$ cat src/rtl/mem_pkg.sv
// mem_pkg: shared state encoding for the unified-memory arbiter
package mem_pkg;
  typedef logic state_t;
  localparam state_t ST_NORM = 1'b0;
  localparam state_t ST_CONT = 1'b1;
endpackage

$ cat src/rtl/arb_wait_counter.sv
// arb_wait_counter: counts consecutive denied fetch cycles, saturating at MAX_WAIT
module arb_wait_counter #(
  parameter int MAX_WAIT = 3
) (
  input  logic clk,
  input  logic rst,
  input  logic inc,
  input  logic clr,
  input  logic hold,
  output logic starve
);
  localparam int W = $clog2(MAX_WAIT + 1);
  logic [W-1:0] cnt;
  always_ff @(posedge clk or posedge rst)
    if (rst) cnt <= '0;
    else if (clr) cnt <= '0;
    else if (inc && !hold && cnt != W'(MAX_WAIT)) cnt <= cnt + 1'b1;
  assign starve = cnt == W'(MAX_WAIT);
endmodule

$ cat src/rtl/mem_arbiter.sv
// mem_arbiter: shares one async-read memory between fetch and two-beat-capable data accesses
module mem_arbiter
  import mem_pkg::*;
#(
  parameter int AW        = 32,
  parameter int DW        = 32,
  parameter int ADDR_STEP = 1,
  parameter int MAX_WAIT  = 3
) (
  input  logic          clk,
  input  logic          rst,
  input  logic          flush,
  input  logic          if_req,
  input  logic [AW-1:0] if_addr,
  output logic [DW-1:0] if_rdata,
  output logic          if_gnt,
  output logic          if_stall,
  input  logic          d_req,
  input  logic          d_we,
  input  logic          d_cont,
  input  logic [AW-1:0] d_addr,
  input  logic [DW-1:0] d_wdata,
  output logic [DW-1:0] d_rdata,
  output logic          d_gnt,
  output logic          d_beat,
  output logic          d_stall,
  output logic          mem_en,
  output logic          mem_we,
  output logic [AW-1:0] mem_addr,
  output logic [DW-1:0] mem_wdata,
  input  logic [DW-1:0] mem_rdata
);
  state_t state;
  logic   cont, starve, d_ok;
  assign cont = state == ST_CONT;
  assign d_ok = d_req & ~flush;
  // the second beat is locked: fetch can never slip in between the two beats
  assign d_gnt    = d_ok & (cont | ~(if_req & starve));
  assign if_gnt   = if_req & ~cont & (starve | ~d_ok);
  assign d_beat   = d_gnt & cont;
  assign if_stall = if_req & ~if_gnt;
  assign d_stall  = d_req & ~(d_gnt & (cont | ~d_cont));
  assign mem_en    = if_gnt | d_gnt;
  assign mem_we    = d_gnt & d_we;
  assign mem_addr  = d_gnt ? (cont ? d_addr + AW'(ADDR_STEP) : d_addr) : if_gnt ? if_addr : '0;
  assign mem_wdata = d_gnt ? d_wdata : '0;
  assign if_rdata  = if_gnt ? mem_rdata : '0;
  assign d_rdata   = d_gnt ? mem_rdata : '0;
  always_ff @(posedge clk or posedge rst)
    if (rst) state <= ST_NORM;
    else state <= (~cont & d_gnt & d_cont) ? ST_CONT : ST_NORM;
  arb_wait_counter #(.MAX_WAIT(MAX_WAIT)) u_wait (
    .clk   (clk),
    .rst   (rst),
    .inc   (if_stall),
    .clr   (~if_req | if_gnt),
    .hold  (cont),
    .starve(starve)
  );
endmodule

$ cat config.mk
export PLATFORM = sky130hd
export DESIGN_NAME = mem_arbiter
export DESIGN_NICKNAME = d
export VERILOG_FILES = /design/src/rtl/mem_pkg.sv /design/src/rtl/arb_wait_counter.sv /design/src/rtl/mem_arbiter.sv
export SDC_FILE = /design/constraint.sdc
export NUM_CORES = 1
export LEC_CHECK = 0
export CORE_AREA = 2 2 104 106
export CTS_CLUSTER_SIZE = 12
export DETAILED_ROUTE_END_ITERATION = 8
export DIE_AREA = 0 0 106 108
export PLACE_DENSITY = 0.73
export SLEW_MARGIN = 20
export SYNTH_ARGS = -nofsm -noshare
export SYNTH_HDL_FRONTEND = slang
export SYNTH_HIERARCHICAL = 1
export SYNTH_SLANG_ARGS = --single-unit
$ cat constraint.sdc
create_clock -name clk -period 2.9 [get_ports clk]
set_input_delay 0.435 -clock clk [delete_from_list [all_inputs] [get_ports clk]]
set_output_delay 0.435 -clock clk [all_outputs]
set_load 0.1 [all_outputs]
==> run_results.csv, run 1 <==
group,metric,value,unit
floorplan,die_w,106,um
status,status,"complete, no violations",
setup_path,path_class,"primary input to output port",
setup_path,cp-end-kind,"output port",
global_route,grt_pass1_vias,3265,
detailed_routing,wl_per_cell,17.10,um
detailed_routing,routed_via_density,4.407,
timing,clock_skew,0.001157,ns
clock_tree,cts.hold.buffers_added,0,
synth,synth_top_area_share,32.72,%
setup_path,reg2reg_to,"u_wait/cnt[0]",
synth,yosysWarnings,6,
synth,yosysMostFrequentCell,"and2_1",
setup_path,crit_required,2.47,ns
synth,async_flop_share,100.0,%
floorplan,fp.dieArea,11450,um^2
setup_path,critPathBufInv,2,
hold_path,hold_class,"primary input to async pin",
synth,synth_top_cells_by_area,"and2_1 33%, nand2_1 7.9%, o21ai_0 7.3%",
synth,synth-edff-count,0,
detailed_routing,drt-total-wl,11.97,mm
timing,relSlewSlack,73.80,%
layout,num_antenna_cells,0,
timing,timing.final.crit_share,96.54,%
clock_tree,cts_tree,"built",
clock_tree,cts_buffers,3,
synth,syn_inst,299,
detailed_routing,num_vias,3085,
setup_path,ff2ff_path_depth,6,
layout,nets,702,
detailed_routing,drtPass1Iterations,4,
clock_tree,clk_pin_slew_worst_paths,0.03,ns
synth,avgSynthCellArea,6.394,um^2
clock_tree,clkSinkCount,3,
global_route,grt_pass1_wl,17.73,mm
setup_path,critPathMaxStageDelay,0.57,ns
setup_path,cp_max_fo,3,
setup_path,startpoint_type,"primary input",
timing,worstMarginPinSlew,0.3888,ns
clock_tree,clockBufferDepth,2,
synth,synthTopCellsByCount,"100 x and2_1, 40 x nand2_1, 28 x o21ai_0",
floorplan,ios,270,
global_route,grtUsageTotal,19.53,%
clock_tree,cts_root_buf,"clkbuf_8",
global_route,grt-ovfl-total,0,
setup_path,setup.worst_path.start,"d_addr[26]",
setup_path,path_cells,"clkdlybuf4s50_1, nand2_1, or4_4, nor3_4, xnor2_1, o21ai_2, buf_12",
timing,setup_viol,0,
clock_tree,clkLatencyLatePin,0.22,ns
synth,yosysTopAreaCell,"and2_1",
power_and_ir_drop,irDropWorstVdd,0.2230,mV
power_and_ir_drop,total_leakage_power,2.544,nW
synth,ys.flop_type,"dfrtp_1",
timing,finalCriticalPeriod,2.800,ns
floorplan,start_util,18.69,%
detailed_routing,drtIter0Drc,105,
global_route,antenna_found_initial,1,
synth,ys_seq_area_share,3.927,%
clock_tree,htreeDepth,1,
synth,synth_fp_nets,436,
setup_path,reg2reg_setup_slack,0.89,ns
synth,post_synth_num_cell_types,41,
floorplan,die_h,108,um
global_route,grt_max_degree,71,
layout,drive_above_1_share,33.69,%
layout,area_growth,229.7,%
synth,netlist_area,1912,um^2
synth,synth_seq_cells,3,
timing,grt_setup_unrepaired,"no",
timing,final_max_slew_viol_count,0,
floorplan,fp-row-count,37,
detailed_routing,post-route-drc-count,0,
placement,place.gp.congestion,0.8510,
job,maxCapViolations,0,
timing,holdWs,0.4030,ns
detailed_routing,ant_nets,0,
layout,final_util,61.61,%
setup_path,arrival,2.36,ns
timing,finalHoldViolCount,0,
placement,dp_hpwl,10.55,mm
timing,clock.fmax,357.2,MHz
placement,port_buffers,269,
floorplan,core_area,10230,um^2
setup_path,r2r-start,"u_wait/cnt[0]",
setup_path,cpLargestDelayFamily,"simple AND/OR/NAND/NOR gates",
power_and_ir_drop,powerDensity,285.3,nW/um^2
setup_path,crit_slowest_cell,"or4_4",
## cell families after synthesis
kind of cell | count (synthesis) | share of synthesized area, %
AO/OA/AOI/OAI | 36 | 10.60
XOR/XNOR | 29 | 13.29
adder cells (fa/ha/maj) | 2 | 1.309
buffers and inverters | 26 | 5.890
flip-flops | 3 | 3.927
multiplexers | 3 | 1.636
AND/OR/NAND/NOR | 200 | 63.35
## placed cells by master, fill, tap and decap left out, drive strengths merged, types with 2 or more instances in the layout
| cell | Yosys | final |
|---|---|---|
| clkbuf | 15 | 4 |
| nor2 | 7 | 7 |
| inv | 5 | 5 |
| buf | 5 | 147 |
| nor4 | 3 | 3 |
| nor2b | 2 | 2 |
| nand2 | 40 | 40 |
| dlymetal6s2s | 0 | 5 |
| nor3 | 6 | 6 |
| clkdlybuf4s50 | 0 | 129 |
| ha | 2 | 2 |
| o21ai | 30 | 30 |
| xnor2 | 15 | 15 |
| xor2 | 14 | 14 |
| dfrtp | 3 | 3 |
| and2 | 100 | 100 |
| mux2i | 2 | 2 |
| nand4 | 9 | 9 |
| nand2b | 5 | 5 |
| and3 | 6 | 6 |
| and4 | 4 | 4 |
| nand3 | 15 | 15 |
## layout make-up
class	instances	area, um^2
Inverter	6	22.52
Multi-Input combinational cell	270	1832
Sequential cell	3	75.07
Fill cell	796	3928
Clock buffer	4	45.04
Tap cell	136	170.2
Timing Repair Buffer	281	4159
## timing repair
action / 4_1_cts / 5_1_grt
setup endpoints to repair: 0 / 4
buffers inserted: 0 / 0
resized for setup: 0 / 7
## worst register-to-register path, cell delays in order (launching register included)
cell,delay [ns]
dfrtp_1,0.38
ha_1,0.26
o21a_2,0.30
nand2b_1,0.22
inv_1,0.14
nor3b_4,0.24
mux2_1,0.35
## state kept, by name, indices dropped and copies added (netlist names)
name / count
cont: 1
u_wait/cnt: 2
## power breakdown
group | total [mW] | leakage [nW] | switching [mW] | internal, mW
Sequential | 0.0457 | 0.0409 | 0.00174 | 0.0440
Clock | 0.123 | 0.0228 | 0.0294 | 0.0939
Combinational | 1.63 | 2.48 | 1.01 | 0.622
## worst max-delay path by stage
stage              endpoint  depth (start not counted)
2_1_floorplan   mem_addr[0]                          4
4_1_cts        mem_addr[27]                          7
6_report       mem_addr[27]                          7
5_1_grt        mem_addr[28]                          9
3_5_place_dp   mem_addr[27]                          7
3_3_place_gp   mem_addr[27]                          7
## layer usage
metal	vias to the layer above	track usage [%]	part of all wire [%]
met1	1428	21.06	35
met3	8	4.461	6.9
met2	124	39.68	57
met5	-	0	0.11
met4	2	2.068	0.68
li1	1523	-	-
## metrics by stage
step                worst slack, ns  TNS, ns  area, um^2  std cells  power (mW)
global placement             0.1252        0        6240        696       1.667
CTS                         0.05861        0        6285        700       1.810
finish                       0.1003        0        6304        700       1.798
detailed placement          0.06711        0        6240        696       1.683
floorplan                   -0.6841   -5.047        2024        299      0.9561
global route                0.01324        0        6304        700       1.851
Power figures use the tool's default switching activity.
==> inputs of run 2 (changes only) <==
--- a/config.mk
+++ b/config.mk
@@ -9,6 +9,7 @@
 export CTS_CLUSTER_SIZE = 12
 export DETAILED_ROUTE_END_ITERATION = 8
 export DIE_AREA = 0 0 106 108
+export HOLD_SLACK_MARGIN = 0.03
 export PLACE_DENSITY = 0.73
 export SLEW_MARGIN = 20
 export SYNTH_ARGS = -nofsm -noshare
==> results of run 2 <==
The final DEF is identical to that of run 1; final timing and power are the same.
